**config.mk**
```make
export PLATFORM = sky130hd
export DESIGN_NAME = vga_scanout_arbiter
export DESIGN_NICKNAME = d
export VERILOG_FILES = /design/src/rtl/vga_scanout_arbiter_pkg.sv /design/src/rtl/vga_pixel_fifo.sv /design/src/rtl/vga_scanout_arbiter.sv
export SDC_FILE = /design/constraint.sdc
export NUM_CORES = 1
export LEC_CHECK = 0
export CAP_MARGIN = 5
export CELL_PAD_IN_SITES_DETAIL_PLACEMENT = 1
export CELL_PAD_IN_SITES_GLOBAL_PLACEMENT = 1
export CORE_ASPECT_RATIO = 2
export CORE_UTILIZATION = 59
export DETAILED_ROUTE_END_ITERATION = 12
export DONT_BUFFER_PORTS = 1
export PLACE_DENSITY = 0.95
export SLEW_MARGIN = 30
export SYNTH_ARGS = -nofsm -noshare
export SYNTH_HDL_FRONTEND = slang
export SYNTH_SLANG_ARGS = --single-unit
```
**constraint.sdc**
```tcl
create_clock -name clk_pixel -period 12.03 [get_ports clk_pixel]
set_clock_uncertainty 0.15 [all_clocks]
set_input_delay 1.8045 -clock clk_pixel [delete_from_list [all_inputs] [get_ports clk_pixel]]
set_output_delay 1.8045 -clock clk_pixel [all_outputs]
set_load 0.03 [all_outputs]
```
**src/rtl/vga_scanout_arbiter_pkg.sv**
```systemverilog
// Shared types for the VGA scanout arbiter: frame state encoding and pixel word width.
package vga_scanout_arbiter_pkg;

    typedef enum logic [1:0] {
        ST_WAIT_VSYNC = 2'd0,
        ST_ACTIVE     = 2'd1,
        ST_DONE       = 2'd2
    } frame_state_t;

    localparam int C_PIXEL_BITS = 24;

endpackage

```
**src/rtl/vga_pixel_fifo.sv**
```systemverilog
// Synchronous show-ahead pixel FIFO with flush; pushes into a full FIFO and pops from
// an empty FIFO are ignored.
module vga_pixel_fifo
    import vga_scanout_arbiter_pkg::*;
#(
    parameter int C_depth = 16,
    parameter int C_width = C_PIXEL_BITS
) (
    input  logic                       clk,
    input  logic                       reset,
    input  logic                       flush,
    input  logic                       push,
    input  logic [C_width-1:0]         push_data,
    input  logic                       pop,
    output logic [C_width-1:0]         pop_data,
    output logic [$clog2(C_depth):0]   count,
    output logic                       empty
);

    localparam int C_ptr_bits = $clog2(C_depth);
    localparam logic [C_ptr_bits:0] C_full = (C_ptr_bits + 1)'(C_depth);

    logic [C_width-1:0]    mem_r [C_depth];
    logic [C_ptr_bits-1:0] wr_ptr_r;
    logic [C_ptr_bits-1:0] rd_ptr_r;
    logic [C_ptr_bits:0]   count_r;
    logic                  do_push_s;
    logic                  do_pop_s;

    // Qualify push/pop against occupancy and expose the head entry.
    always_comb begin
        do_pop_s  = pop && (count_r != '0);
        do_push_s = push && ((count_r != C_full) || do_pop_s);
        pop_data  = mem_r[rd_ptr_r];
        count     = count_r;
        empty     = (count_r == '0);
    end

    // Pointer and occupancy update; flush takes priority over any push or pop.
    always_ff @(posedge clk) begin
        if (reset || flush) begin
            wr_ptr_r <= '0;
            rd_ptr_r <= '0;
            count_r  <= '0;
        end else begin
            if (do_push_s) begin
                wr_ptr_r <= wr_ptr_r + 1'b1;
            end
            if (do_pop_s) begin
                rd_ptr_r <= rd_ptr_r + 1'b1;
            end
            case ({do_push_s, do_pop_s})
                2'b10:   count_r <= count_r + 1'b1;
                2'b01:   count_r <= count_r - 1'b1;
                default: count_r <= count_r;
            endcase
        end
    end

    // Entry storage.
    always_ff @(posedge clk) begin
        if (do_push_s) begin
            mem_r[wr_ptr_r] <= push_data;
        end
    end

endmodule

```
**src/rtl/vga_scanout_arbiter.sv**
```systemverilog
// Arbitrates a single-port framebuffer between display scanout prefetch and host writes,
// and drives registered pixels to vga2dvid from a small prefetch FIFO.
module vga_scanout_arbiter
    import vga_scanout_arbiter_pkg::*;
#(
    parameter int   C_resolution_x = 1280,
    parameter int   C_resolution_y = 720,
    parameter int   C_addr_bits    = 20,
    parameter int   C_fifo_depth   = 16,
    parameter int   C_low_water    = 4,
    parameter logic C_vsync_active = 1'b1
) (
    input  logic                    clk_pixel,
    input  logic                    reset,
    input  logic                    in_blank,
    input  logic                    in_vsync,
    output logic [C_addr_bits-1:0]  mem_addr,
    output logic                    mem_en,
    output logic                    mem_we,
    output logic [23:0]             mem_wdata,
    input  logic [23:0]             mem_rdata,
    input  logic                    host_valid,
    input  logic [C_addr_bits-1:0]  host_addr,
    input  logic [23:0]             host_wdata,
    output logic                    host_ready,
    output logic [7:0]              out_red,
    output logic [7:0]              out_green,
    output logic [7:0]              out_blue,
    output logic                    underrun
);

    localparam int C_count_bits = $clog2(C_fifo_depth) + 1;
    localparam int C_level_bits = C_count_bits + 1;
    localparam logic [C_addr_bits-1:0]  C_last_addr = C_addr_bits'(C_resolution_x * C_resolution_y - 1);
    localparam logic [C_level_bits-1:0] C_depth_lvl = C_level_bits'(C_fifo_depth);
    localparam logic [C_level_bits-1:0] C_low_lvl   = C_level_bits'(C_low_water);

    frame_state_t              state_r;
    frame_state_t              state_next_s;
    logic                      vsync_prev_r;
    logic                      vsync_edge_s;
    logic [C_addr_bits-1:0]    fetch_addr_r;
    logic                      rd_pending_r;
    logic [C_count_bits-1:0]   fifo_count_s;
    logic                      fifo_empty_s;
    logic [C_PIXEL_BITS-1:0]   fifo_data_s;
    logic [C_level_bits-1:0]   level_s;
    logic                      need_s;
    logic                      urgent_s;
    logic                      read_issue_s;
    logic                      host_grant_s;
    logic                      push_s;

    // Read data returning on the vsync edge belongs to the old frame and is dropped.
    assign vsync_edge_s = (in_vsync == C_vsync_active) && (vsync_prev_r != C_vsync_active);
    assign level_s      = C_level_bits'(fifo_count_s) + C_level_bits'(rd_pending_r);
    assign push_s       = rd_pending_r && !vsync_edge_s;

    vga_pixel_fifo #(
        .C_depth (C_fifo_depth),
        .C_width (C_PIXEL_BITS)
    ) u_fifo (
        .clk       (clk_pixel),
        .reset     (reset),
        .flush     (vsync_edge_s),
        .push      (push_s),
        .push_data (mem_rdata),
        .pop       (!in_blank),
        .pop_data  (fifo_data_s),
        .count     (fifo_count_s),
        .empty     (fifo_empty_s)
    );

    // Frame state register and vsync history.
    always_ff @(posedge clk_pixel) begin
        if (reset) begin
            state_r      <= ST_WAIT_VSYNC;
            vsync_prev_r <= ~C_vsync_active;
        end else begin
            state_r      <= state_next_s;
            vsync_prev_r <= in_vsync;
        end
    end

    // Frame state transitions: any vsync edge restarts the frame.
    always_comb begin
        state_next_s = state_r;
        if (vsync_edge_s) begin
            state_next_s = ST_ACTIVE;
        end else begin
            case (state_r)
                ST_WAIT_VSYNC: state_next_s = ST_WAIT_VSYNC;
                ST_ACTIVE: begin
                    if (read_issue_s && (fetch_addr_r == C_last_addr)) begin
                        state_next_s = ST_DONE;
                    end else begin
                        state_next_s = ST_ACTIVE;
                    end
                end
                ST_DONE:       state_next_s = ST_DONE;
                default:       state_next_s = ST_WAIT_VSYNC;
            endcase
        end
    end

    // Per-cycle arbitration: urgent scanout, then host, then opportunistic scanout.
    always_comb begin
        need_s       = 1'b0;
        urgent_s     = 1'b0;
        read_issue_s = 1'b0;
        host_grant_s = 1'b0;
        if (!reset && !vsync_edge_s && (state_r == ST_ACTIVE)) begin
            need_s   = (level_s < C_depth_lvl);
            urgent_s = need_s && (level_s < C_low_lvl);
        end else begin
            need_s   = 1'b0;
            urgent_s = 1'b0;
        end
        if (reset) begin
            read_issue_s = 1'b0;
        end else if (urgent_s) begin
            read_issue_s = 1'b1;
        end else if (host_valid) begin
            host_grant_s = 1'b1;
        end else if (need_s) begin
            read_issue_s = 1'b1;
        end else begin
            read_issue_s = 1'b0;
            host_grant_s = 1'b0;
        end
    end

    // Memory port drive from the arbitration decision.
    always_comb begin
        mem_en     = read_issue_s || host_grant_s;
        mem_we     = host_grant_s;
        host_ready = host_grant_s;
        if (host_grant_s) begin
            mem_addr  = host_addr;
            mem_wdata = host_wdata;
        end else if (read_issue_s) begin
            mem_addr  = fetch_addr_r;
            mem_wdata = 24'd0;
        end else begin
            mem_addr  = '0;
            mem_wdata = 24'd0;
        end
    end

    // Fetch address and outstanding-read tracking.
    always_ff @(posedge clk_pixel) begin
        if (reset) begin
            fetch_addr_r <= '0;
            rd_pending_r <= 1'b0;
        end else begin
            rd_pending_r <= read_issue_s;
            if (vsync_edge_s) begin
                fetch_addr_r <= '0;
            end else if (read_issue_s) begin
                fetch_addr_r <= fetch_addr_r + 1'b1;
            end
        end
    end

    // Registered pixel output; an active pixel with nothing buffered latches underrun.
    always_ff @(posedge clk_pixel) begin
        if (reset) begin
            out_red   <= 8'd0;
            out_green <= 8'd0;
            out_blue  <= 8'd0;
            underrun  <= 1'b0;
        end else if (!in_blank) begin
            if (fifo_empty_s) begin
                out_red   <= 8'd0;
                out_green <= 8'd0;
                out_blue  <= 8'd0;
                underrun  <= 1'b1;
            end else begin
                {out_red, out_green, out_blue} <= fifo_data_s;
            end
        end else begin
            out_red   <= 8'd0;
            out_green <= 8'd0;
            out_blue  <= 8'd0;
        end
    end

endmodule

```
; Word-level counts from Yosys, hierarchy flattened
; Memory sizes are Yosys's and may differ from the RTL's. A register that Yosys moved wholly into a read port is not among the register bits.
; Cells that the tools add are included.
[op_classes]
n_reduce_logical = 20
bitwise = 2
div = 0
multipliers = 0
n_shift = 0
n_addsub = 6
magnitude_cmp = 2
n_eq_ne = 6
mux = 18
[op_table]
columns = operator, count
row1 = 20-bit 2-to-1 mux, 2
row2 = 24-bit 2-to-1 mux, 1
row3 = 20-bit by 1-bit adder with 20-bit output (second input constant), 1
row4 = 20-bit equality test (second input constant), 1
row5 = 1-bit 2-to-1 mux, 12
row6 = 5-bit one-hot mux with 2 select lines, 1
row7 = 4-bit by 1-bit adder with 4-bit output (second input constant), 2
row8 = 1-bit logical AND, 8
row9 = 5-bit by 1-bit adder with 6-bit output, 1
row10 = 6-bit by 3-bit < comparator with 1-bit output (second input constant), 1
row11 = 6-bit by 5-bit < comparator with 1-bit output (second input constant), 1
row12 = 5-bit by 1-bit adder with 5-bit output (second input constant), 1
row13 = 5-bit logical NOT, 1
row14 = 5-bit != test (second input constant), 1
row15 = 5-bit nonzero test, 1
row16 = 5-bit by 1-bit subtractor with 5-bit output (second input constant), 1
row17 = 2-bit by 1-bit equality test with 1-bit output (second input constant), 2
row18 = 2-bit equality test (second input constant), 2
row19 = 2-bit one-hot mux with 2 select lines, 1
row20 = 1-bit logical NOT, 3
row21 = 1-bit logical OR, 3
row22 = 3-bit OR reduction, 1
row23 = 2-bit 2-to-1 mux, 1
row24 = 1-bit inverter, 2
row25 = 3 further kinds, 3
[totals]
mem_count = 1
inputBits = 73
ram_bits = 384
latch_bits = 0
romBits = 0
wordCells = 64
regBits = 38
[memory_table]
columns = memory, words, word_bits, rd, rd_clocked_by_memory_dff, write_ports, line_no
row1 = u_fifo.mem_r, 16, 24, 1, 1, 1, vga_pixel_fifo.sv:23  ; logic [C_width-1:0] mem_r [C_depth];

; Depth between registers and ports, before layout
; Gate-level depths: netlist (run 1).
[depth]
depth_word = 14
mapped_depth = 10
ltp_nobuf = 9

; Modules after synthesis
; Synthesis (run 1) repeated with hierarchy kept, for this count alone.
[unflattened]
cells_unflattened = 961
area_unflattened_um2 = 17616.9
[by_module_without_submodules]
columns = mod, cells_each, area_per_inst_um2, n_inst, seq_area_each_um2
row1 = vga_pixel_fifo, 713, 15352.2, 1, 11871.4
row2 = vga_scanout_arbiter, 248, 2264.7, 1, 980.9

; Least setup slack after synthesis (run 1)
; OpenSTA, ideal clock, no wires.
[synth_timing]
path_type = input port to flip-flop
start = in in_vsync
end = mem u_fifo.mem_r[0][0] in the netlist's numbering, enable pin
arrival_time_ns = 4.439
stages = 5
path_slack_ns = 7.006
setup_time_ns = 0.435
path_buffers = 1
cell_sequence = nor2b_1 > clkbuf_1 > a311oi_1 > nand2_1 > nor3_1
[synth_via]
elab_chain_cells = 6
[synth_rtl]
columns = item, line_no
row1 = start: declaration, vga_scanout_arbiter.sv:16  ; input logic in_vsync,
row2 = 1-bit logical AND, vga_scanout_arbiter.sv:55  ; assign vsync_edge_s = (in_vsync == C_vsync_active) && (vsync_prev_r != C_vsync_active);
row3 = 1-bit logical NOT, vga_scanout_arbiter.sv:57  ; assign push_s = rd_pending_r && !vsync_edge_s;
row4 = 1-bit logical AND, vga_scanout_arbiter.sv:57
row5 = 1-bit logical AND, vga_pixel_fifo.sv:33  ; do_push_s = push && ((count_r != C_full) || do_pop_s);
row6 = 1-bit 2-to-1 mux, vga_pixel_fifo.sv:62  ; if (do_push_s) begin
row7 = 1-bit 2-to-1 mux (not written as such), vga_pixel_fifo.sv:63  ; mem_r[wr_ptr_r] <= push_data;
row8 = end: declaration, vga_pixel_fifo.sv:23
; No other way between the ends.

; Worst setup path after layout (run 1)
[layout_timing]
start = in in_vsync
end = out mem_addr[1]
[layout_rtl]
columns = item, line_no
row1 = 1-bit logical AND, vga_scanout_arbiter.sv:55
row2 = 1-bit logical NOT, vga_scanout_arbiter.sv:112  ; if (!reset && !vsync_edge_s && (state_r == ST_ACTIVE)) begin
row3 = 1-bit logical AND (2 in series), vga_scanout_arbiter.sv:112
row4 = 1-bit 2-to-1 mux, vga_scanout_arbiter.sv:112
row5 = 1-bit 2-to-1 mux, vga_scanout_arbiter.sv:121  ; end else if (urgent_s) begin
row6 = 1-bit 2-to-1 mux, vga_scanout_arbiter.sv:119  ; if (reset) begin
row7 = via host_ready, vga_scanout_arbiter.sv:25  ; output logic host_ready,
row8 = 20-bit 2-to-1 mux, vga_scanout_arbiter.sv:138  ; if (host_grant_s) begin
row9 = end: declaration, vga_scanout_arbiter.sv:17  ; output logic [C_addr_bits-1:0] mem_addr,
; The timed path passes the listed nets, and every way through them passes these cells.

==> results of run 1 <==
critical path, delay by kind of cell:
kind	cells	cell delay [ns]
AND/OR/NAND/NOR	3	1.25
AO/OA/AOI/OAI	1	0.45
cells in the final DEF (no fill, tap or decap), types with 4 or more instances in the layout:
master / count
sky130_fd_sc_hd__a211oi_1: 49
sky130_fd_sc_hd__a21oi_1: 12
sky130_fd_sc_hd__a22o_1: 21
sky130_fd_sc_hd__and2_1: 25
sky130_fd_sc_hd__buf_4: 24
sky130_fd_sc_hd__bufinv_16: 4
sky130_fd_sc_hd__clkbuf_1: 9
sky130_fd_sc_hd__clkbuf_16: 41
sky130_fd_sc_hd__clkinv_2: 6
sky130_fd_sc_hd__dfxtp_1: 58
sky130_fd_sc_hd__edfxtp_1: 384
sky130_fd_sc_hd__ha_1: 11
sky130_fd_sc_hd__inv_1: 16
sky130_fd_sc_hd__mux2i_1: 37
sky130_fd_sc_hd__mux4_2: 96
sky130_fd_sc_hd__nand2_1: 32
sky130_fd_sc_hd__nand3_1: 7
sky130_fd_sc_hd__nand4_1: 7
sky130_fd_sc_hd__nor2_1: 14
sky130_fd_sc_hd__nor2_2: 12
sky130_fd_sc_hd__nor2b_1: 28
sky130_fd_sc_hd__nor3_1: 7
sky130_fd_sc_hd__nor3_2: 4
sky130_fd_sc_hd__nor4_1: 4
sky130_fd_sc_hd__o211ai_1: 4
sky130_fd_sc_hd__o21ai_0: 8
sky130_fd_sc_hd__o31ai_1: 5
sky130_fd_sc_hd__or3_1: 16
sky130_fd_sc_hd__or4_1: 7
sky130_fd_sc_hd__xnor2_1: 4
metal layers:
layer	vias up	GRT usage, %	wire length [µm]
li1	3923	-	-
met1	4880	33.2	14700
met2	488	49.5	22700
met3	130	3.69	2460
met4	0	15.6	2220
met5	-	0	0
power by group:
group          total (W)  leakage (nW)  internal, W  switching [W]
clock            0.00127         0.635     0.000730       0.000539
sequential       0.00168          3.95      0.00168     0.00000404
combinational  0.0000532          1.38    0.0000166      0.0000365
total            0.00301          5.97      0.00243       0.000580
cells in the mapped netlist (all sizes together) (9+ instances only):
cell,number
nand2,32
nor3,11
and2,25
o21ai,9
mux2i,38
a22o,21
mux4,96
ha,11
clkbuf,28
dfxtp,62
or3,16
nor2,26
buf,32
a211oi,49
nor2b,28
inv,16
a21oi,13
edfxtp,384
registers in the layout, indices dropped and copies added, names as in the netlist:
| signal | count |
|---|---|
| u_fifo.mem_r | 384 |
| fetch_addr_r | 20 |
| out_green | 8 |
| out_blue | 8 |
| underrun | 1 |
| u_fifo.rd_ptr_r | 4 |
| vsync_prev_r | 1 |
| u_fifo.count | 5 |
| rd_pending_r | 1 |
| out_red | 8 |
| state_r | 2 |
| u_fifo.wr_ptr_r | 4 |
area by class of cell:
cell class,instances,area (µm²)
inverter,16,60.1
fill,2388,9980
clock inverter,17,193
tap,364,455
sequential,446,12800
clock buffer,53,1100
multi-input combinational,448,4700
timing repair buffer,27,231
stage by stage:
| step | worst slack [ns] | util, % | hold WS (ns) | power (W) |
|---|---|---|---|---|
| floorplan | 7.01 | - | 0.306 | 0.00176 |
| global placement | 6.64 | 61.6 | 0.317 | 0.00177 |
| detailed placement | 6.59 | 61.8 | 0.359 | 0.00177 |
| CTS | 6.57 | 66.2 | 0.371 | 0.00303 |
| global route | 6.46 | 66.2 | 0.384 | 0.00307 |
| finish | 6.57 | 66.2 | 0.368 | 0.00301 |
worst paths after layout:
| path | slack, ns | endpoint | from | cells past startpoint |
|---|---|---|---|---|
| setup / recovery | 6.57 | mem_addr[1] | in_vsync | 4 |
| hold / removal | 0.37 | fetch_addr_r[19]$_SDFFE_PP0N_ | fetch_addr_r[19]$_SDFFE_PP0N_ | 2 |
| setup reg to reg | 8.64 | u_fifo.mem_r[5][5]$_DFFE_PP_ | rd_pending_r$_SDFF_PP0_ | 5 |
| hold reg to reg | 0.37 | fetch_addr_r[19]$_SDFFE_PP0N_ | fetch_addr_r[19]$_SDFFE_PP0N_ | 2 |
logic make-up after synthesis:
logic type	count (synthesis)	share of synthesized area, %
AOI/OAI and AO/OA	119	5.08
xor gates and xnor gates	6	0.296
adders and majority gates	12	0.887
buffers and inverters	76	1.95
DFF	446	71.9
muxes	135	14.4
and+or+nand+nor	176	5.45
==> report_table.html, run 1 <==
<table>
<tr><th>Metric</th><th>Value</th></tr>
<tr><th colspan="2">Timing</th></tr>
<tr><td>Setup repair after global routing missed its margin</td><td>false</td></tr>
<tr><td>Setup TNS</td><td>0 ns</td></tr>
<tr><td>Worst Tran Pin Value</td><td>approximately 0.94 ns</td></tr>
<tr><td>Clock period minus final worst setup slack</td><td>around 5.5 ns</td></tr>
<tr><td>Final worst path period share</td><td>a little under half</td></tr>
<tr><td>Worst rel slew slack</td><td>roughly 37%</td></tr>
<tr><td>Final slew viol count</td><td>0</td></tr>
<tr><td>Achievable clock frequency</td><td>between 150 and 200 MHz</td></tr>
<tr><td>Final hold violation count</td><td>0</td></tr>
<tr><td>Endpoints failing setup</td><td>0</td></tr>
<tr><th colspan="2">Layout</th></tr>
<tr><td>Proportion of layout cells with a drive suffix above 1</td><td>21.1%</td></tr>
<tr><td>Cell area after layout</td><td>just under 20000 µm²</td></tr>
<tr><td>Count of non-filler cells in the finished layout</td><td>~1400</td></tr>
<tr><td>Layout-stage area growth over the synthesis result</td><td>9.93%</td></tr>
<tr><td>Number of nets in the layout</td><td>~1100</td></tr>
<tr><td>Diodes inserted</td><td>0</td></tr>
<tr><th colspan="2">Setup path</th></tr>
<tr><td>Worst-path cell chain</td><td>nand2b_1, nand4_1, and3_2, a22o_1</td></tr>
<tr><td>Critical path data arrival time</td><td>~3.5 ns</td></tr>
<tr><td>Largest stage delay on the critical path</td><td>~0.79 ns</td></tr>
<tr><td>Worst setup EP type</td><td>output pin</td></tr>
<tr><td>Crit-path max FO</td><td>47</td></tr>
<tr><td>Critical path startpoint category</td><td>primary input</td></tr>
<tr><td>Required time at the worst-slack endpoint</td><td>roughly 10 ns</td></tr>
<tr><td>Crit path max-delay cell type</td><td>sky130_fd_sc_hd__and3_2</td></tr>
<tr><td>Type of the worst setup path</td><td>primary input to output pin</td></tr>
<tr><th colspan="2">Detailed routing</th></tr>
<tr><td>Starting DRT DRC Count</td><td>approximately 820</td></tr>
<tr><td>Drt pass-1 iters</td><td>5</td></tr>
<tr><td>Detailed-route vias per instance</td><td>a little under 7</td></tr>
<tr><td>Post-route antenna net violation count</td><td>0</td></tr>
<tr><td>DRC viols</td><td>0</td></tr>
<tr><td>Routed length per instance</td><td>30.7 µm</td></tr>
<tr><td>Total routed wirelength</td><td>about 42 mm</td></tr>
<tr><td>Total via count after detailed routing</td><td>~9400</td></tr>
<tr><th colspan="2">Floorplan</th></tr>
<tr><td>Chip width</td><td>125 µm</td></tr>
<tr><td>Die outline height</td><td>about 250 µm</td></tr>
<tr><td>I/O pin cnt</td><td>approximately 150</td></tr>
<tr><td>Total Die Area</td><td>between 30000 and 40000 µm²</td></tr>
<tr><td>Placement Rows</td><td>89</td></tr>
<tr><td>Effective utilization at floorplan</td><td>60.2%</td></tr>
<tr><td>Standard cell core area</td><td>slightly below 30000 µm²</td></tr>
<tr><th colspan="2">Clock network</th></tr>
<tr><td>Source-to-sink clock delay at the later pin of the worst-skew pair</td><td>~0.54 ns</td></tr>
<tr><td>Number of buffers inserted for hold repair after clock tree synthesis</td><td>0</td></tr>
<tr><td>TritonCTS clock tree</td><td>done</td></tr>
<tr><td>Inserted Clock Buffers</td><td>38</td></tr>
<tr><td>Worst-case clock buffer depth</td><td>3</td></tr>
<tr><td>Clock H-tree levels</td><td>2</td></tr>
<tr><td>Clk Tree Root Cell</td><td>sky130_fd_sc_hd__clkbuf_16</td></tr>
<tr><td>Number of sinks driven by the clock tree</td><td>between 400 and 500</td></tr>
<tr><td>Total of cells resized after clock tree synthesis</td><td>0</td></tr>
<tr><td>Count of buffers added by post-CTS timing repair for setup</td><td>0</td></tr>
<tr><td>Reg clk slew, reported paths</td><td>roughly 0.07 ns</td></tr>
<tr><th colspan="2">Yosys</th></tr>
<tr><td>Number of synthesized register bits</td><td>between 400 and 500</td></tr>
<tr><td>Syn Std Cell Area</td><td>~18000 µm²</td></tr>
<tr><td>Post-Synthesis Net Count</td><td>1055</td></tr>
<tr><td>Number of flops mapped to enable cells by yosys</td><td>approximately 380</td></tr>
<tr><td>Mean area per synthesized cell</td><td>between 15 and 20 µm²</td></tr>
<tr><td>Count of unique library cells instantiated by Yosys</td><td>51</td></tr>
<tr><td>Register area share after synthesis</td><td>about 72%</td></tr>
<tr><td>Fraction of registers with async set/reset</td><td>0%</td></tr>
<tr><td>Synth top area share</td><td>about two thirds</td></tr>
<tr><td>Yosys Warn Count</td><td>0</td></tr>
<tr><td>Top FF cell, synth</td><td>sky130_fd_sc_hd__edfxtp_1</td></tr>
<tr><td>Count of mapped cells out of synthesis</td><td>between 900 and 1000</td></tr>
<tr><td>Post-synthesis cell type with the largest combined area</td><td>sky130_fd_sc_hd__edfxtp_1</td></tr>
<tr><td>Leading post-synthesis cells by cell area</td><td>sky130_fd_sc_hd__edfxtp_1 65%, sky130_fd_sc_hd__mux4_2 12%, sky130_fd_sc_hd__dfxtp_1 7.0%</td></tr>
<tr><th colspan="2">Place</th></tr>
<tr><td>Detailed-placement wirelength estimate</td><td>23.7 mm</td></tr>
<tr><td>Number of cells after detailed placement</td><td>approximately 1300</td></tr>
<tr><td>Port Buffers</td><td>0</td></tr>
<tr><td>Cell Area, Placed</td><td>approximately 18000 µm²</td></tr>
<tr><td>Routability-driven placement congestion ratio</td><td>between 0.8 and 0.9</td></tr>
<tr><th colspan="2">Pwr</th></tr>
<tr><td>Power density of the placed cells</td><td>~150 nW/µm²</td></tr>
<tr><td>Worst VDD drop</td><td>0.000149 V</td></tr>
<tr><td>Reported leakage power</td><td>5.97 nW</td></tr>
<tr><th colspan="2">Run status</th></tr>
<tr><td>Status</td><td>finished clean</td></tr>
<tr><th colspan="2">Global routing</th></tr>
<tr><td>Wire length of the first global-routing pass</td><td>between 60 and 70 mm</td></tr>
<tr><td>Remaining Overflow, GRT</td><td>0</td></tr>
<tr><td>Antenna violations before repair</td><td>0</td></tr>
<tr><td>Gr usage total</td><td>28.0%</td></tr>
<tr><td>Number of global-route vias before repair</td><td>around 10000</td></tr>
<tr><td>Largest net degree at the start of global routing</td><td>57</td></tr>
<tr><th colspan="2">Flow run</th></tr>
<tr><td>Reported max-cap violation count</td><td>0</td></tr>
<tr><th colspan="2">Worst hold path</th></tr>
<tr><td>Hold crit path type</td><td>flip-flop to flip-flop</td></tr>
</table>
No activity file was read; power rests on OpenSTA's default activity.
==> inputs of run 2 (changes only) <==
--- a/config.mk
+++ b/config.mk
@@ -9,10 +9,10 @@
 export CELL_PAD_IN_SITES_DETAIL_PLACEMENT = 1
 export CELL_PAD_IN_SITES_GLOBAL_PLACEMENT = 1
 export CORE_ASPECT_RATIO = 2
-export CORE_UTILIZATION = 59
+export CORE_UTILIZATION = 54
 export DETAILED_ROUTE_END_ITERATION = 12
 export DONT_BUFFER_PORTS = 1
-export PLACE_DENSITY = 0.95
+export PLACE_DENSITY = 0.88
 export SLEW_MARGIN = 30
 export SYNTH_ARGS = -nofsm -noshare
 export SYNTH_HDL_FRONTEND = slang
==> constraint.sdc (replaced) <==
create_clock -name clk_pixel -period 5.65 [get_ports clk_pixel]
set_clock_uncertainty 0.15 [all_clocks]
set_input_delay 0.8475 -clock clk_pixel [delete_from_list [all_inputs] [get_ports clk_pixel]]
set_output_delay 0.8475 -clock clk_pixel [all_outputs]
set_load 0.03 [all_outputs]
==> run 2 against run 1 <==
Power rose by 110%. Global-route usage fell by 2.1 points. First-iteration DRC count fell by 20%. Register-to-register slack got worse by 6.3 ns. Clock power rose by 110%. Sequential power rose by 110%.
==> report_table.html, run 2 (same netlist as run 1, synthesis figures left out) <==
<table>
<tr><th>Metric</th><th>Value</th></tr>
<tr><th colspan="2">Run status</th></tr>
<tr><td>Status</td><td>finished clean</td></tr>
<tr><th colspan="2">Setup path</th></tr>
<tr><td>CP delay by family, top</td><td>simple AND/OR/NAND/NOR gates</td></tr>
<tr><td>Setup slack of the worst register-to-register path</td><td>2.30 ns (-6.34 ns)</td></tr>
<tr><td>Number of cells traversed by the worst register-to-register path</td><td>5 (unchanged)</td></tr>
<tr><td>Critical Path Start</td><td>rd_pending_r$_SDFF_PP0_</td></tr>
<tr><td>Type of the worst setup path</td><td>flip-flop to output pin</td></tr>
<tr><td>Critical path data arrival time</td><td>2.78 ns (-0.73 ns)</td></tr>
<tr><td>Startpoint of the most critical register-to-register path</td><td>rd_pending_r$_SDFF_PP0_</td></tr>
<tr><td>Worst-path cell chain</td><td>nand3_1, o211ai_1, nor2_1, buf_4, or2_2</td></tr>
<tr><td>Crit-path max FO</td><td>21 (-55%)</td></tr>
<tr><td>Critical path startpoint category</td><td>flip-flop</td></tr>
<tr><td>Capture instance of the worst register-to-register path</td><td>u_fifo.mem_r[4][16]$_DFFE_PP_</td></tr>
<tr><td>Required time at the worst-slack endpoint</td><td>4.65 ns (-5.43 ns)</td></tr>
<tr><td>Largest stage delay on the critical path</td><td>0.66 ns (-0.13 ns)</td></tr>
<tr><td>Worst setup EP type</td><td>output pin</td></tr>
<tr><td>Crit path max-delay cell type</td><td>sky130_fd_sc_hd__o211ai_1</td></tr>
<tr><td>Number of buffers and inverters on the critical path</td><td>1 (+1)</td></tr>
<tr><th colspan="2">Global routing</th></tr>
<tr><td>Wire length of the first global-routing pass</td><td>62.2 mm (-1.1%)</td></tr>
<tr><td>Number of global-route vias before repair</td><td>10100 (-0.31%)</td></tr>
<tr><td>Largest net degree at the start of global routing</td><td>66 (+16%)</td></tr>
<tr><td>Antenna violations before repair</td><td>0 (unchanged)</td></tr>
<tr><td>Gr usage total</td><td>25.9% (-2.1 points)</td></tr>
<tr><td>Remaining Overflow, GRT</td><td>0 (unchanged)</td></tr>
<tr><th colspan="2">Pwr</th></tr>
<tr><td>Worst VDD drop</td><td>0.000287 V (+93%)</td></tr>
<tr><td>Power density of the placed cells</td><td>325 nW/µm² (+110%)</td></tr>
<tr><td>Design internal power</td><td>0.00511 W (+110%)</td></tr>
<tr><td>Comb power frac</td><td>1.8% (about the same)</td></tr>
<tr><td>Switching share of power</td><td>19.9% (+0.62 points)</td></tr>
<tr><td>Reported leakage power</td><td>5.95 nW (-0.37%)</td></tr>
<tr><td>Part of the total power dissipated in sequential elements</td><td>56.2% (+0.2 points)</td></tr>
<tr><td>Net switching power of the design</td><td>0.00127 W (+120%)</td></tr>
<tr><td>Clock Power Share</td><td>42.0% (-0.2 points)</td></tr>
<tr><th colspan="2">Layout</th></tr>
<tr><td>Diodes inserted</td><td>0 (unchanged)</td></tr>
<tr><td>Cell area after layout</td><td>19600 µm² (+0.33%)</td></tr>
<tr><td>Leading cell type in the layout, fill and taps excluded</td><td>sky130_fd_sc_hd__edfxtp_1</td></tr>
<tr><td>Layout-stage area growth over the synthesis result</td><td>10.3%</td></tr>
<tr><td>Multi-input logic area</td><td>4710 µm² (+0.21%)</td></tr>
<tr><td>Register cell area after layout</td><td>12800 µm² (unchanged)</td></tr>
<tr><td>Flip-flop count of the largest register after layout</td><td>384 (unchanged)</td></tr>
<tr><td>Commonest cells after routing, fill and taps aside</td><td>384 x sky130_fd_sc_hd__edfxtp_1, 96 x sky130_fd_sc_hd__mux4_2, 58 x sky130_fd_sc_hd__dfxtp_1</td></tr>
<tr><td>Number of nets in the layout</td><td>1064 (+0.19%)</td></tr>
<tr><td>Filler cell count</td><td>2808 (+18%)</td></tr>
<tr><td>Regs by FF count</td><td>u_fifo.mem_r (384), fetch_addr_r (20)</td></tr>
<tr><td>Proportion of layout cells with a drive suffix above 1</td><td>21.1% (+0.078 points)</td></tr>
<tr><td>Largest reg by FF count</td><td>u_fifo.mem_r</td></tr>
<tr><th colspan="2">Detailed routing</th></tr>
<tr><td>Total via count after detailed routing</td><td>9220 (-2.1%)</td></tr>
<tr><td>Starting DRT DRC Count</td><td>656 (-20%)</td></tr>
<tr><td>Routed length per instance</td><td>28.8 µm (-6.2%)</td></tr>
<tr><td>Total routed wirelength</td><td>41.3 mm (-1.9%)</td></tr>
<tr><td>Drt pass-1 iters</td><td>5 (unchanged)</td></tr>
<tr><td>DRC viols</td><td>0 (unchanged)</td></tr>
<tr><td>Post-route antenna net violation count</td><td>0 (unchanged)</td></tr>
<tr><td>Detailed-route vias per instance</td><td>6.43 (-6.5%)</td></tr>
<tr><th colspan="2">Floorplan</th></tr>
<tr><td>Chip width</td><td>130 µm (+4.5%)</td></tr>
<tr><td>I/O pin cnt</td><td>145 (unchanged)</td></tr>
<tr><td>Standard cell core area</td><td>32200 µm² (+9.2%)</td></tr>
<tr><td>Placement Rows</td><td>93 (+4.5%)</td></tr>
<tr><td>Die outline height</td><td>259 µm (+4.5%)</td></tr>
<tr><td>Total Die Area</td><td>33700 µm² (+9.1%)</td></tr>
<tr><td>Effective utilization at floorplan</td><td>55.1% (-5.1 points)</td></tr>
<tr><th colspan="2">Clock network</th></tr>
<tr><td>Total of cells resized after clock tree synthesis</td><td>0 (unchanged)</td></tr>
<tr><td>Count of buffers added by post-CTS timing repair for setup</td><td>0 (unchanged)</td></tr>
<tr><td>Inserted Clock Buffers</td><td>39 (+2.6%)</td></tr>
<tr><td>Clk Tree Root Cell</td><td>sky130_fd_sc_hd__clkbuf_16</td></tr>
<tr><td>Clock H-tree levels</td><td>2 (unchanged)</td></tr>
<tr><td>TritonCTS clock tree</td><td>done</td></tr>
<tr><td>Worst-case clock buffer depth</td><td>3 (unchanged)</td></tr>
<tr><td>Number of sinks driven by the clock tree</td><td>446 (unchanged)</td></tr>
<tr><td>Source-to-sink clock delay at the later pin of the worst-skew pair</td><td>0.56 ns (+0.02 ns)</td></tr>
<tr><td>Number of buffers inserted for hold repair after clock tree synthesis</td><td>0 (unchanged)</td></tr>
<tr><td>Reg clk slew, reported paths</td><td>0.07 ns (about the same)</td></tr>
<tr><th colspan="2">Timing</th></tr>
<tr><td>Clock period minus final worst setup slack</td><td>between 3 and 4 ns</td></tr>
<tr><td>Worst rel slew slack</td><td>34.7% (-2.4 points)</td></tr>
<tr><td>Final hold violation count</td><td>0 (unchanged)</td></tr>
<tr><td>Final slew viol count</td><td>0 (unchanged)</td></tr>
<tr><td>Setup TNS</td><td>0 ns (unchanged)</td></tr>
<tr><td>Achievable clock frequency</td><td>~260 MHz</td></tr>
<tr><td>Endpoints failing setup</td><td>0 (unchanged)</td></tr>
<tr><td>Setup repair after global routing missed its margin</td><td>false</td></tr>
<tr><td>Final worst path period share</td><td>about two thirds</td></tr>
<tr><td>Worst Tran Pin Value</td><td>0.980 ns (+0.0365 ns)</td></tr>
<tr><th colspan="2">Worst hold path</th></tr>
<tr><td>Cell depth of the worst hold path</td><td>1 (-1)</td></tr>
<tr><td>End point of the most critical hold path</td><td>vsync_prev_r$_SDFF_PP0_</td></tr>
<tr><td>Launch instance of the worst min-delay path</td><td>reset</td></tr>
<tr><td>Hold crit path type</td><td>primary input to flip-flop</td></tr>
<tr><th colspan="2">Place</th></tr>
<tr><td>Cell Area, Placed</td><td>18300 µm² (+0.43%)</td></tr>
<tr><td>Detailed-placement wirelength estimate</td><td>25.1 mm (+5.9%)</td></tr>
<tr><td>Routability-driven placement congestion ratio</td><td>0.767 (-7.0%)</td></tr>
<tr><td>Port Buffers</td><td>0 (unchanged)</td></tr>
<tr><th colspan="2">Flow run</th></tr>
<tr><td>Reported max-cap violation count</td><td>0 (unchanged)</td></tr>
</table>
[run 2: per-layer routing]
layer	global-route usage (%)	vias up	share of wire, %
met2	47.0	365	55
met4	12.0	0	4.1
met5	0	-	0
met3	3.61	106	5.6
met1	29.8	4822	35
li1	-	3927	-
[run 2: power by group through the flow]
stage / registers, W / clock network, W / logic [W]
floorplan: 0.00365 / 0 / 0.0000982
global placement: 0.00366 / 0 / 0.000108
detailed placement: 0.00366 / 0 / 0.000112
CTS: 0.00358 / 0.00272 / 0.000113
global route: 0.00358 / 0.00281 / 0.000122
finish: 0.00358 / 0.00268 / 0.000112
[run 2: worst reg2reg max path, cell delays in order, from the launching register on]
cell	delay, ns
sky130_fd_sc_hd__dfxtp_1	0.55
sky130_fd_sc_hd__inv_1	0.20
sky130_fd_sc_hd__a311oi_1	0.65
sky130_fd_sc_hd__nand2_1	0.33
sky130_fd_sc_hd__nor2_2	0.76
sky130_fd_sc_hd__buf_4	0.39
[run 2: how the worst max path moves through the flow]
stage,to,slack [ns],depth (start not counted)
after floorplan,u_fifo.mem_r[0][0]$_DFFE_PP_,1.58,5
after global placement,u_fifo.mem_r[5][19]$_DFFE_PP_,2.02,6
after detailed placement,u_fifo.mem_r[4][19]$_DFFE_PP_,1.87,6
after CTS,mem_addr[4],1.84,4
after global routing,mem_en,1.72,5
final,mem_en,1.88,5
[run 2: final cells by class]
cell class              count  area share [%]
inverters                  16           0.306
well taps                 427            2.73
multi-input cells         448            24.1
repair buffers             28            1.17
flip-flops and latches    446            65.2
clock buffers              47            5.24
clock inverters            23            1.25
[run 2: per-stage QoR]
| stage | worst slack, ns | power, W | hold slack, ns | util (%) | std cells |
|---|---|---|---|---|---|
| 5_1_grt | 1.72 | 0.00652 | 0.201 | 60.8 | 1435 |
| 6_report | 1.88 | 0.00638 | 0.208 | 60.8 | 1435 |
| 3_3_place_gp | 2.02 | 0.00376 | 0.327 | 56.7 | 1364 |
| 3_5_place_dp | 1.87 | 0.00377 | 0.350 | 56.8 | 1365 |
| 4_1_cts | 1.84 | 0.00642 | 0.184 | 60.8 | 1435 |
| 2_1_floorplan | 1.58 | 0.00375 | 0.306 | - | 970 |
==> inputs of run 3 (changes only) <==
--- a/config.mk
+++ b/config.mk
@@ -9,10 +9,10 @@
 export CELL_PAD_IN_SITES_DETAIL_PLACEMENT = 1
 export CELL_PAD_IN_SITES_GLOBAL_PLACEMENT = 1
 export CORE_ASPECT_RATIO = 2
-export CORE_UTILIZATION = 54
+export CORE_UTILIZATION = 49
 export DETAILED_ROUTE_END_ITERATION = 12
 export DONT_BUFFER_PORTS = 1
-export PLACE_DENSITY = 0.88
+export PLACE_DENSITY = 0.85
 export SLEW_MARGIN = 30
 export SYNTH_ARGS = -nofsm -noshare
 export SYNTH_HDL_FRONTEND = slang
==> constraint.sdc (replaced) <==
create_clock -name clk_pixel -period 3.3 [get_ports clk_pixel]
set_clock_uncertainty 0.15 [all_clocks]
set_input_delay 0.495 -clock clk_pixel [delete_from_list [all_inputs] [get_ports clk_pixel]]
set_output_delay 0.495 -clock clk_pixel [all_outputs]
set_load 0.03 [all_outputs]
==> run 3 against run 2 <==
Sequential cell count is the same. Hold slack worse by 0.18 ns. Via count up 3.1%. Final area rose by 3.6%. Clock-buffer cell count increased by 1. Power rose by 77%. Die area is 10% higher. Wire length rose by 4.2%.
==> report_table.html, run 3 (same netlist as run 1, synthesis figures left out) <==
<table>
<tr><th>Metric</th><th>Value</th></tr>
<tr><th colspan="2">Run status</th></tr>
<tr><td>Status</td><td>finished clean</td></tr>
<tr><th colspan="2">Layout</th></tr>
<tr><td>Count of non-filler cells in the finished layout</td><td>1527 (+6.4%)</td></tr>
<tr><td>Filler cell count</td><td>3136 (+12%)</td></tr>
<tr><td>Largest reg by FF count</td><td>u_fifo.mem_r</td></tr>
<tr><td>Utilization after layout</td><td>56.9% (-3.9 points)</td></tr>
<tr><td>Regs by FF count</td><td>u_fifo.mem_r (384), fetch_addr_r (20)</td></tr>
<tr><td>Leading cell type in the layout, fill and taps excluded</td><td>sky130_fd_sc_hd__edfxtp_1</td></tr>
<tr><td>Flip-flop count of the largest register after layout</td><td>384 (unchanged)</td></tr>
<tr><td>Register cell area after layout</td><td>12800 µm² (about the same)</td></tr>
<tr><td>Multi-input logic area</td><td>4730 µm² (+0.27%)</td></tr>
<tr><td>Layout-stage area growth over the synthesis result</td><td>14.2%</td></tr>
<tr><td>Number of nets in the layout</td><td>1129 (+6.1%)</td></tr>
<tr><td>Proportion of layout cells with a drive suffix above 1</td><td>23.3% (+2.2 points)</td></tr>
<tr><td>Commonest cells after routing, fill and taps aside</td><td>384 x sky130_fd_sc_hd__edfxtp_1, 96 x sky130_fd_sc_hd__mux4_2, 64 x sky130_fd_sc_hd__buf_4</td></tr>
<tr><th colspan="2">Clock network</th></tr>
<tr><td>Source-to-sink clock delay at the later pin of the worst-skew pair</td><td>0.53 ns (-0.03 ns)</td></tr>
<tr><td>Inserted Clock Buffers</td><td>39 (unchanged)</td></tr>
<tr><td>Number of sinks driven by the clock tree</td><td>446 (unchanged)</td></tr>
<tr><td>Clock H-tree levels</td><td>2 (unchanged)</td></tr>
<tr><td>Clk Tree Root Cell</td><td>sky130_fd_sc_hd__clkbuf_16</td></tr>
<tr><td>Worst-case clock buffer depth</td><td>3 (unchanged)</td></tr>
<tr><td>Reg clk slew, reported paths</td><td>0.07 ns (about the same)</td></tr>
<tr><td>TritonCTS clock tree</td><td>done</td></tr>
<tr><td>Count of buffers added by post-CTS timing repair for setup</td><td>0 (unchanged)</td></tr>
<tr><th colspan="2">Worst hold path</th></tr>
<tr><td>Cell depth of the worst hold path</td><td>2 (+1)</td></tr>
<tr><td>End point of the most critical hold path</td><td>fetch_addr_r[9]$_SDFFE_PP0N_</td></tr>
<tr><td>Launch instance of the worst min-delay path</td><td>reset</td></tr>
<tr><td>Hold crit path type</td><td>primary input to flip-flop</td></tr>
<tr><th colspan="2">Setup path</th></tr>
<tr><td>Setup slack of the worst register-to-register path</td><td>0.20 ns (-2.10 ns)</td></tr>
<tr><td>Type of the worst setup path</td><td>flip-flop to flip-flop</td></tr>
<tr><td>Startpoint of the most critical register-to-register path</td><td>u_fifo.count[0]$_SDFFE_PP0P_</td></tr>
<tr><td>Worst-path cell chain</td><td>nor4_4, a21oi_2, o21ai_0, inv_1, ha_1, or2_2, o21a_1, or4_1, a31oi_1</td></tr>
<tr><td>Worst setup EP type</td><td>flip-flop</td></tr>
<tr><td>Critical path data arrival time</td><td>3.38 ns (+0.60 ns)</td></tr>
<tr><td>Critical path startpoint category</td><td>flip-flop</td></tr>
<tr><td>Number of buffers and inverters on the critical path</td><td>1 (unchanged)</td></tr>
<tr><td>Required time at the worst-slack endpoint</td><td>3.59 ns (-1.06 ns)</td></tr>
<tr><td>Largest stage delay on the critical path</td><td>0.49 ns (-0.17 ns)</td></tr>
<tr><td>Crit-path max FO</td><td>6 (-71%)</td></tr>
<tr><td>Crit path max-delay cell type</td><td>sky130_fd_sc_hd__nor4_4</td></tr>
<tr><td>Capture instance of the worst register-to-register path</td><td>u_fifo.count[4]$_SDFFE_PP0P_</td></tr>
<tr><td>CP delay by family, top</td><td>simple AND/OR/NAND/NOR gates</td></tr>
<tr><td>Number of cells traversed by the worst register-to-register path</td><td>9 (+4)</td></tr>
<tr><th colspan="2">Place</th></tr>
<tr><td>Port Buffers</td><td>0 (unchanged)</td></tr>
<tr><td>Detailed-placement wirelength estimate</td><td>25.9 mm (+3.2%)</td></tr>
<tr><td>Number of cells after detailed placement</td><td>1427 (+4.5%)</td></tr>
<tr><td>Routability-driven placement congestion ratio</td><td>0.831 (+8.3%)</td></tr>
<tr><th colspan="2">Pwr</th></tr>
<tr><td>Total design power</td><td>0.0113 W (+77%)</td></tr>
<tr><td>Reported leakage power</td><td>6.29 nW (+5.8%)</td></tr>
<tr><td>Power density of the placed cells</td><td>555 nW/µm² (+71%)</td></tr>
<tr><td>Worst VDD drop</td><td>0.000503 V (+75%)</td></tr>
<tr><th colspan="2">Floorplan</th></tr>
<tr><td>Standard cell core area</td><td>35700 µm² (+11%)</td></tr>
<tr><td>Total Die Area</td><td>37100 µm² (+10%)</td></tr>
<tr><td>I/O pin cnt</td><td>145 (unchanged)</td></tr>
<tr><td>Placement Rows</td><td>98 (+5.4%)</td></tr>
<tr><td>Die outline height</td><td>271 µm (+4.9%)</td></tr>
<tr><td>Effective utilization at floorplan</td><td>49.8% (-5.3 points)</td></tr>
<tr><td>Chip width</td><td>137 µm (+4.9%)</td></tr>
<tr><th colspan="2">Timing</th></tr>
<tr><td>Achievable clock frequency</td><td>between 300 and 400 MHz</td></tr>
<tr><td>Setup repair after global routing missed its margin</td><td>false</td></tr>
<tr><td>Clock period minus final worst setup slack</td><td>3.10 ns</td></tr>
<tr><td>Final hold violation count</td><td>0 (unchanged)</td></tr>
<tr><td>Endpoints failing setup</td><td>0 (unchanged)</td></tr>
<tr><td>Worst rel slew slack</td><td>42.5% (+7.8 points)</td></tr>
<tr><td>Final slew viol count</td><td>0 (unchanged)</td></tr>
<tr><td>Worst Tran Pin Value</td><td>0.861 ns (-0.118 ns)</td></tr>
<tr><td>Final worst path period share</td><td>about 94%</td></tr>
<tr><td>Setup TNS</td><td>0 ns (unchanged)</td></tr>
<tr><th colspan="2">Global routing</th></tr>
<tr><td>Number of global-route vias before repair</td><td>10500 (+4.1%)</td></tr>
<tr><td>Remaining Overflow, GRT</td><td>0 (unchanged)</td></tr>
<tr><td>Gr usage total</td><td>24.2% (-1.8 points)</td></tr>
<tr><td>Antenna violations before repair</td><td>5 (+5)</td></tr>
<tr><td>Wire length of the first global-routing pass</td><td>64.7 mm (+4.0%)</td></tr>
<tr><td>Largest net degree at the start of global routing</td><td>51 (-23%)</td></tr>
<tr><th colspan="2">Detailed routing</th></tr>
<tr><td>Total via count after detailed routing</td><td>9510 (+3.1%)</td></tr>
<tr><td>DRC viols</td><td>0 (unchanged)</td></tr>
<tr><td>Routed length per instance</td><td>28.2 µm (-2.0%)</td></tr>
<tr><td>Post-route antenna net violation count</td><td>0 (unchanged)</td></tr>
<tr><td>Total routed wirelength</td><td>43.0 mm (+4.2%)</td></tr>
<tr><td>Starting DRT DRC Count</td><td>659 (+0.46%)</td></tr>
<tr><td>Drt pass-1 iters</td><td>4 (-1)</td></tr>
<tr><td>Detailed-route vias per instance</td><td>6.23 (-3.1%)</td></tr>
<tr><th colspan="2">Flow run</th></tr>
<tr><td>Reported max-cap violation count</td><td>0 (unchanged)</td></tr>
</table>
-- run 3: cell count changes in the layout (fill, tap and decap cells not counted), moves of 3 or more --
cell,previous run,this run
sky130_fd_sc_hd__bufinv_16,4,7
sky130_fd_sc_hd__diode_2,0,4
sky130_fd_sc_hd__dlygate4sd3_1,0,26
sky130_fd_sc_hd__buf_12,0,3
sky130_fd_sc_hd__inv_6,6,1
sky130_fd_sc_hd__buf_4,27,64
-- run 3: timing repair --
item,4_1_cts,5_1_grt
hold buffers,26,0
hold endpoints to repair,396,0
endpoints found under the setup margin,0,10
gates resized for setup,0,1
-- run 3: stage by stage --
| stage | setup slack [ns] | hold WS (ns) | area [µm²] |
|---|---|---|---|
| after global routing | 0.0382 | 0.0314 | 20300 |
| after detailed placement | 0.231 | 0.358 | 18700 |
| after global placement | 0.333 | 0.322 | 18700 |
| after floorplan | 0.0702 | 0.306 | 17800 |
| final | 0.202 | 0.0308 | 20300 |
| after CTS | 0.159 | 0.00750 | 20300 |
-- run 3: how the worst max path moves through the flow --
stage | startpoint | to | slack [ns] | cells after the start
floorplan | in_vsync | u_fifo.mem_r[3][0]$_DFFE_PP_ | 0.07 | 4
global placement | u_fifo.count[0]$_SDFFE_PP0P_ | u_fifo.count[4]$_SDFFE_PP0P_ | 0.33 | 9
detailed placement | u_fifo.count[0]$_SDFFE_PP0P_ | u_fifo.count[4]$_SDFFE_PP0P_ | 0.23 | 9
CTS | rd_pending_r$_SDFF_PP0_ | mem_addr[6] | 0.16 | 5
global route | u_fifo.count[0]$_SDFFE_PP0P_ | u_fifo.count[4]$_SDFFE_PP0P_ | 0.04 | 9
finish | u_fifo.count[0]$_SDFFE_PP0P_ | u_fifo.count[4]$_SDFFE_PP0P_ | 0.20 | 9
-- run 3: metal layers --
layer / global-route usage, % / share of wire [%] / vias up
li1: - / - / 4066
met2: 44.0 / 55 / 376
met1: 27.3 / 35 / 4956
met5: 0 / 0.030 / -
met4: 10.6 / 3.7 / 2
met3: 4.03 / 5.8 / 110
-- run 3: area by class of cell --
type                    count  area share (%)
repair buffers             93            3.95
diodes                      4          0.0493
flip-flops and latches    446            63.0
multi-input cells         448            23.3
clock inverters            22            1.41
inverters                  16           0.296
clock buffers              48            5.23
well taps                 450            2.77
-- run 3: report_power, final --
group / total (W) / internal, W / switching [W]
registers: 0.00613 / 0.00612 / 0.0000133
clock network: 0.00483 / 0.00284 / 0.00199
logic: 0.000303 / 0.0000985 / 0.000205
total: 0.0113 / 0.00906 / 0.00221
